### src/rtl/bus_arbiter_3.sv
// Round-robin arbiter that multiplexes three WIDTH-bit requesters onto one registered bus.
// Each tenure is limited to MAX_HOLD cycles, and every release is followed by one idle turnaround cycle.
module bus_arbiter_3 #(
  parameter int WIDTH    = 16,
  parameter int MAX_HOLD = 8
) (
  input  logic             Clk,
  input  logic             Reset_n,
  input  logic [2:0]       req,
  input  logic [WIDTH-1:0] D0,
  input  logic [WIDTH-1:0] D1,
  input  logic [WIDTH-1:0] D2,
  output logic [2:0]       gnt,
  output logic [1:0]       select,
  output logic [WIDTH-1:0] bus_data,
  output logic             bus_valid,
  output logic             busy
);

  typedef enum logic {ST_IDLE, ST_GRANT} state_t;

  localparam logic [7:0] HOLD_LAST = 8'(MAX_HOLD - 1);

  state_t           state_q, state_d;
  logic [2:0]       gnt_q, gnt_d;
  logic [1:0]       sel_q, sel_d;
  logic [1:0]       last_q, last_d;
  logic [7:0]       hold_q, hold_d;
  logic [WIDTH-1:0] data_q, data_d;
  logic             vld_q, vld_d;

  logic [1:0]       winner;
  logic             own_req;
  logic [WIDTH-1:0] src_data;

  function automatic logic [1:0] rr_next(input logic [1:0] idx);
    rr_next = (idx == 2'd2) ? 2'd0 : idx + 2'd1;
  endfunction

  // The requester just served is scanned last, so it is lowest priority.
  function automatic logic [1:0] rr_pick(input logic [2:0] r, input logic [1:0] last);
    logic [1:0] c1, c2;
    c1 = rr_next(last);
    c2 = rr_next(c1);
    if (r[c1])      rr_pick = c1;
    else if (r[c2]) rr_pick = c2;
    else            rr_pick = rr_next(c2);
  endfunction

  function automatic logic [2:0] onehot3(input logic [1:0] idx);
    case (idx)
      2'd0:    onehot3 = 3'b001;
      2'd1:    onehot3 = 3'b010;
      default: onehot3 = 3'b100;
    endcase
  endfunction

  assign winner  = rr_pick(req, last_q);
  assign own_req = req[sel_q];

  always_comb begin
    case (sel_q)
      2'd0:    src_data = D0;
      2'd1:    src_data = D1;
      default: src_data = D2;
    endcase
  end

  always_comb begin
    state_d = state_q;
    gnt_d   = gnt_q;
    sel_d   = sel_q;
    last_d  = last_q;
    hold_d  = hold_q;
    data_d  = data_q;
    vld_d   = 1'b0;
    case (state_q)
      ST_IDLE: begin
        if (|req) begin
          state_d = ST_GRANT;
          gnt_d   = onehot3(winner);
          sel_d   = winner;
          hold_d  = 8'd0;
        end
      end
      ST_GRANT: begin
        if (own_req) begin
          data_d = src_data;
          vld_d  = 1'b1;
        end
        // A forced release on the last allowed cycle still completes its transfer.
        if (!own_req || (hold_q == HOLD_LAST)) begin
          state_d = ST_IDLE;
          gnt_d   = 3'b000;
          sel_d   = 2'd0;
          last_d  = sel_q;
        end else begin
          hold_d = hold_q + 8'd1;
        end
      end
      default: begin
        state_d = ST_IDLE;
        gnt_d   = 3'b000;
        sel_d   = 2'd0;
      end
    endcase
  end

  always_ff @(posedge Clk or negedge Reset_n) begin
    if (!Reset_n) begin
      state_q <= ST_IDLE;
      gnt_q   <= 3'b000;
      sel_q   <= 2'd0;
      last_q  <= 2'd2;
      hold_q  <= 8'd0;
      data_q  <= '0;
      vld_q   <= 1'b0;
    end else begin
      state_q <= state_d;
      gnt_q   <= gnt_d;
      sel_q   <= sel_d;
      last_q  <= last_d;
      hold_q  <= hold_d;
      data_q  <= data_d;
      vld_q   <= vld_d;
    end
  end

  assign gnt       = gnt_q;
  assign select    = sel_q;
  assign bus_data  = data_q;
  assign bus_valid = vld_q;
  assign busy      = (state_q == ST_GRANT);

endmodule

### config.mk
export PLATFORM = sky130hd
export DESIGN_NAME = bus_arbiter_3
export DESIGN_NICKNAME = d
export VERILOG_FILES = /design/src/rtl/bus_arbiter_3.sv
export SDC_FILE = /design/constraint.sdc
export NUM_CORES = 1
export LEC_CHECK = 0
export BUFFER_PORTS_ARGS = -buffer_cell sky130_fd_sc_hd__buf_2
export CAP_MARGIN = 20
export CELL_PAD_IN_SITES_DETAIL_PLACEMENT = 1
export CELL_PAD_IN_SITES_GLOBAL_PLACEMENT = 1
export CORE_MARGIN = 2
export CORE_UTILIZATION = 36
export CTS_CLUSTER_DIAMETER = 30
export DETAILED_ROUTE_END_ITERATION = 16
export PLACE_DENSITY = 0.76
export SYNTH_ARGS = -nofsm -noshare
export SYNTH_HDL_FRONTEND = slang
export SYNTH_SLANG_ARGS = --single-unit
### constraint.sdc
create_clock -name Clk -period 2.3 [get_ports Clk]
set_clock_uncertainty 0.05 [all_clocks]
set_input_delay 0.46 -clock Clk [delete_from_list [all_inputs] [get_ports Clk]]
set_output_delay 0.46 -clock Clk [all_outputs]
set_load 0.05 [all_outputs]
==> impl_results.md, run 1 <==
* Count of final max-slew check failures at 0
* Worst Tran Pin Value at approximately 0.73 ns
* DR DRC count at 0
* Placed insts at 311
* Register area at 827 um2
* Crit start category: register
* Sequential share of power at about 28%
* Timing-limited maximum frequency at 0.518 GHz
* Gates resized, CTS repair at 0
* Synthesized netlist net count at 229
* Initial cell density of the core at 36.7%
* Drt first pass iters at 4
* Wire length of the first global-routing pass at 7340 um
* Post-detailed-routing wire length at 4600 um
* Antenna violations before repair at 0
* Pin count of the biggest net entering global routing at 34
* Clock group share of total power at between 10% and 20%
* Placement Rows at 26
* Peak supply drop at approximately 0.67 mV
* Number of antenna cells inserted at 0
* Setup TNS at 0 ns
* Buf+Inv Stages, Crit Path at 2
* Post-CTS setup buffers at 0
* Number of top-level pins at 76
* Number of unique standard cell types used by synthesis at 34
* Crit. End Element: output port
* Final #Nets at 302
* Setup violators final at 0
* Relative slew margins at 51.0%
* Drt initial violations at 26
* Clock slew at reported path FFs at 0.07 ns
* Post-synthesis instance area at 1850 um2
* CTS tree: done
* Area of the placeable core at 5040 um2
* Slowest cell on the critical path: dfrtp_1
* Worst Path Max Fanout at 33
* Total area of multi-input combinational cells at 946 um2
* Via density at 4.88
* Number of non-filler instances in the completed layout at 319
* Total Routing Usage GR at 17.0%
* Placer congestion estimate at 0.739
* Final ANT Viol Nets at 0
* Clock tree root driver cell: clkbuf_8
* Vertical extent of the die at 75.7 um
* Gr ovfl total at 0
* Post-synthesis sequential area ratio at 44.6%
* CTS H-Tree Depth at 2
* Post-Synthesis Cells at 175
* Die Span X at ~76 um
* Largest stage delay, worst path at 0.47 ns
* Commonest non-fill, non-tap cell in the layout: buf_2
* Number of max-cap violations at 0
* Power spent charging and discharging nets at 1.63 mW
* Source-to-sink clock delay at the later pin of the worst-skew pair at 0.27 ns
* Final number of hold-violating endpoints at 0
* Data required, critical path at 1.79 ns
* Unrepaired setup endpoints after global routing: no
* Total Die Area at 5740 um2
* Most frequent cells in the layout: buf_2, nand2_1, dfrtp_1
* Synthesis-to-finish area growth at 28.6%
* CTS buffer count at 5
* Sw frac at 47.1%
* Final critical delay including setup and external delays at 1.93 ns
* Worst-case clock buffer depth at 2
* Routed len/inst at ~14 um
* Share of the clock period used by the worst path after layout at 83.9%
* Cell Pwr Density at ~1500 nW/um2
* Estimated wirelength of the detail-placed design at 3550 um
* Ys Warns at 0
* Mean instance size in the synthesized netlist at 10.6 um2
* Cells along the critical path: buf_4, buf_2
* Number of inserted filler cells in the final layout at 600
* PortBufs at 75
* Static power due to leakage at between 1 and 1.5 nW
* Vias in the first global route at ~1,600
* Run status: finished, final reports clean
* Top cell family by delay on the critical path: buffers and inverters
* Count of vias placed by the detailed router at 1,557
* Worst Path Arrival at 1.42 ns
* Layout cells sized above 1 at 42.6%
* Path class of the lowest-slack min-delay path: input pin to async pin
* Clock net sink count at 33
* Number of flip-flops and latches in the synthesized netlist at 33
* Setup Crit Path Kind: register to output port
* Power Internal at 1.84 mW
* Hold_buf cts at 0
* Combinational power share at a little under three fifths
## Yosys cell counts
cell type  instances  area (um2)
mux2i_1           23         230
nand4_1            1        6.26
inv_1              2        7.51
dfstp_2            1        26.3
nor4_1             1        6.26
nand3b_4           1        20.0
nand2_1           32         120
or2_1              1        6.26
nand4bb_1          1        11.3
o22ai_1            2        12.5
o21ai_0           24         120
o41ai_1            1        8.76
nand3b_1           2        15.0
nor2_1             2        7.51
o31ai_1            1        7.51
o211ai_1           1        7.51
buf_6              3        33.8
nor2b_1            3        18.8
ha_1               1        12.5
nand2b_1           1        6.26
mux2_2             8        90.1
dfrtp_1           32         801
buf_2              4        20.0
or3_1              2        12.5
o21a_1             2        15.0
clkbuf_1           5        18.8
nand2b_4           1        13.8
nor4_2             1        12.5
and3_1             1        6.26
mux2_1             1        11.3
a21boi_1           1        7.51
nor3b_1            2        15.0
mux2_4             9         135
nor3_1             2        10.0
## kinds of logic after synthesis
| kind of cell | synth area share (%) |
|---|---|
| compound gates | 9.66 |
| fa+ha+maj | 0.675 |
| buf+inv | 4.32 |
| flops | 44.6 |
| mux | 25.2 |
| simple gates | 15.5 |
## through the flow
stage	utilization [%]	hold WS [ns]	instance area (um2)	total power, mW	worst slack (ns)
after global routing	47.2	0.245	2380	3.71	0.284
after floorplan	-	0.114	1850	2.53	0.299
after CTS	47.2	0.218	2380	3.53	0.328
after global placement	44.9	0.427	2270	2.90	0.488
final	47.2	0.189	2380	3.47	0.371
after detailed placement	44.9	0.419	2270	2.95	0.470
## layer usage
| layer | wire [um] | GRT usage, % | up-vias |
|---|---|---|---|
| met2 | 2280 | 30.7 | 52 |
| met4 | 11 | 3.51 | 0 |
| met5 | 0 | 0 | - |
| li1 | - | - | 758 |
| met3 | 365 | 4.76 | 2 |
| met1 | 1940 | 20.2 | 745 |
## worst paths after layout
path                                        from                 endpoint  slack [ns]  cells after the start
max reg2reg                hold_q[0]$_DFFE_PN0P_    hold_q[1]$_DFFE_PN0P_        0.52                      5
min in group Clk           hold_q[7]$_DFFE_PN0P_    hold_q[7]$_DFFE_PN0P_        0.44                      1
min reg2reg                hold_q[7]$_DFFE_PN0P_    hold_q[7]$_DFFE_PN0P_        0.44                      1
max                        select[1]$_DFFE_PN0P_                select[1]        0.37                      2
max in group asynchronous                Reset_n  bus_data[3]$_DFFE_PN0P_        1.54                      1
min                                      Reset_n      bus_valid$_DFF_PN0_        0.19                      1
## worst register-to-register path, stage by stage (launching register included)
cell	delay, ns
dfrtp_1	0.38
ha_1	0.20
nand4bb_1	0.15
o41ai_1	0.53
nor2_1	0.17
mux2i_1	0.22
## sequential cells by signal, indices dropped and copies added (netlist names)
signal     cells
bus_data      16
last_q         2
select         2
bus_valid      1
busy           1
hold_q         8
gnt            3
## area by class of cell
type / count / area share [%]
flip-flops and latches: 33 / 34.7
multi-input cells: 128 / 39.7
clock inverters: 1 / 1.26
repair buffers: 78 / 16.7
inverters: 2 / 0.315
clock buffers: 7 / 3.62
well taps: 70 / 3.68
## power groups by stage
stage                     Clock (mW)  Sequential [mW]  Combinational, mW
final                          0.557            0.980               1.93
after floorplan                    0             1.64              0.895
after CTS                      0.581            0.983               1.97
after global placement             0            0.973               1.92
after detailed placement           0            0.996               1.96
after global routing           0.608             1.02               2.08
Power figures use the tool's default switching activity.
==> inputs of run 2 (changes only) <==
- ABC_AREA: unset -> 1
- CORE_UTILIZATION: 36 -> 33
- PLACE_DENSITY: 0.76 -> 0.74
- clock period: 2.3 -> 1.99 ns (I/O delays scaled with it)
==> run 2 against run 1 <==
Non-clock buffer count up 2. Worst hold slack got worse by 0.060 ns. Die area grew 11%. Clock power decreased by 9.5%. Largest power group unchanged. Power up 21%. Critical endpoint unchanged.
==> impl_results.md, run 2 <==
* Worst Path Max Fanout at 16
* Timing-limited maximum frequency at 0.545 GHz
* Placed insts at about 400
* Commonest non-fill, non-tap cell in the layout: nand2_1
* PortBufs at 75
* Setup Crit Path Kind: register to output port
* Worst-case clock buffer depth at 2
* CTS H-Tree Depth at 2
* Synthesized netlist net count at 306
* Die Span X at 79.8 um
* Vias in the first global route at 1,956
* Total Routing Usage GR at 18.0%
* Vertical extent of the die at between 70 and 80 um
* Most instantiated library cell after synthesis: nand2_1
* Number of top-level pins at 76
* Crit. End Element: output port
* Static power due to leakage at 1.27 nW
* DR DRC count at 0
* Cell types with the largest area share after synthesis: dfrtp_1, nand2_1, a21oi_2, nor2_1, nand3_1
* Placed standard-cell area at about 2400 um2
* Peak supply drop at between 0.7 and 0.8 mV
* Setup violators final at 0
* Most frequent cells in the layout: nand2_1, buf_2, dfrtp_1
* Source-to-sink clock delay at the later pin of the worst-skew pair at 0.27 ns
* Slowest cell on the critical path: dfrtp_1
* Clock slew at reported path FFs at about 0.070 ns
* Number of unique standard cell types used by synthesis at 29
* Clock tree root driver cell: clkbuf_8
* Post-layout instance area at 2440 um2
* Run status: finished, final reports clean
* Fraction of the core area covered by cells at the end of the flow at 44.0%
* Via density at between 4 and 5
* Gates resized, CTS repair at 0
* Initial cell density of the core at around a third
* Placer congestion estimate at roughly 0.86
* Routed len/inst at around 13 um
* Path class of the lowest-slack min-delay path: input pin to async pin
* Number of non-filler instances in the completed layout at 403
* Post-synthesis sequential area ratio at 43.7%
* Final #Nets at around 390
* Data required, critical path at 1.54 ns
* Wire length of the first global-routing pass at slightly below 9000 um
* Largest stage delay, worst path at 0.53 ns
* Relative slew margins at about half
* Number of inserted filler cells in the final layout at 737
* CTS buffer count at 5
* Number of flip-flops and latches in the synthesized netlist at 33
* Post-synthesis instance area at 1890 um2
* Register area at between 800 and 900 um2
* Gr ovfl total at 0
* Placement Rows at 27
* Cell Pwr Density at 1720 nW/um2
* Post-synthesis async set-or-reset flop share at 100%
* Biggest area consumer among synthesized cells: dfrtp_1
* Final critical delay including setup and external delays at 1.83 ns
* Top cell family by delay on the critical path: buffers and inverters
* Startpoint of the worst setup timing path: select[1]$_DFFE_PN0P_
* Crit start category: register
* Number of max-cap violations at 0
* Most instantiated flip-flop cell in the synthesis netlist: dfrtp_1
* Count of vias placed by the detailed router at 1,926
* Drt initial violations at 50
* Hold_buf cts at 0
* Post-CTS setup buffers at 0
* Worst Tran Pin Value at 0.741 ns
* Cells along the critical path: buf_4, buf_2
* Post-detailed-routing wire length at 5340 um
* Clock net sink count at 33
* Ys Warns at 0
* Antenna violations before repair at 0
* Post-Synthesis Cells at 252
* Worst Path Arrival at between 1 and 1.5 ns
* Total Die Area at 6360 um2
* Total chip power at 4.18 mW
* Share of the clock period used by the worst path after layout at 92.2%
* Estimated wirelength of the detail-placed design at 4190 um
* Number of antenna cells inserted at 0
* Pin count of the biggest net entering global routing at 35
* Unrepaired setup endpoints after global routing: no
* Setup TNS at 0 ns
* Buf+Inv Stages, Crit Path at 2
* Mean instance size in the synthesized netlist at 7.52 um2
* Count of final max-slew check failures at 0
* Drt first pass iters at 4
* Final number of hold-violating endpoints at 0
* Post-synth EDFFs at 0
* Share of the synthesized area in the top cell type at 42.3%
* Number of flip-flops under the largest register name at 16
* Area of the placeable core at 5540 um2
* Commonest cells post-synth: nand2_1, dfrtp_1, nor2_1, nand3_1, and3_1
* Final ANT Viol Nets at 0
* Total area of multi-input combinational cells at 956 um2
* CTS tree: done
* Layout cells sized above 1 at 33.2%
* Synthesis-to-finish area growth at 28.7%
* FF-to-FF Start: hold_q[0]$_DFFE_PN0P_
-- run 2: changes by cell type after synthesis, moves of 13 or more --
cell,previous run,this run
and3_1,1,14
mux2i_1,23,0
nand2_1,32,97
nand3_1,0,19
nor2_1,2,27
o21ai_0,24,4
-- run 2: power by group --
group / switching (mW) / total [mW] / internal (mW)
combinational: 1.80 / 2.52 / 0.714
clock: 0.230 / 0.504 / 0.274
sequential: 0.206 / 1.16 / 0.954
-- run 2: routing by layer --
layer | part of all wire [%] | vias to the layer above | GRT usage, %
met3 | 5.0 | 9 | 3.51
met1 | 44 | 910 | 23.1
met5 | 0 | - | 0
met4 | 2.1 | 0 | 6.27
li1 | - | 962 | -
met2 | 49 | 45 | 30.3
-- run 2: cell type report --
class / count / area share [%]
sequential: 33 / 33.9
clock buffer: 7 / 3.54
timing repair buffer: 80 / 17.5
inverter: 14 / 2.16
tap: 72 / 3.70
multi-input combinational: 197 / 39.2
-- run 2: worst paths after layout --
check | to | slack, ns | depth (start not counted)
max in group asynchronous | bus_data[7]$_DFFE_PN0P_ | 1.28 | 1
worst max register to register | hold_q[3]$_DFFE_PN0P_ | 0.35 | 8
min in group Clk | bus_data[2]$_DFFE_PN0P_ | 0.37 | 3
worst max-delay path | select[1] | 0.16 | 2
worst min-delay path | hold_q[7]$_DFFE_PN0P_ | 0.13 | 1
worst min register to register | gnt[2]$_DFFE_PN0P_ | 0.45 | 2
-- run 2: kinds of logic (layout without fill, tap and decap cells) --
group           after synthesis  after routing  share of synthesized area (%)
simple gates                169            169                           39.1
fa+ha+maj                     1              1                          0.660
buf+inv                      22            101                           5.88
compound gates               25             25                           9.78
xor+xnor                      2              2                          0.925
flops                        33             33                           43.7
-- run 2: metrics by stage --
stage	hold WS [ns]	setup WS (ns)
after detailed placement	0.436	0.350
final	0.129	0.156
after floorplan	0.0524	0.182
after CTS	0.163	0.139
after global routing	0.198	0.0745
after global placement	0.444	0.393
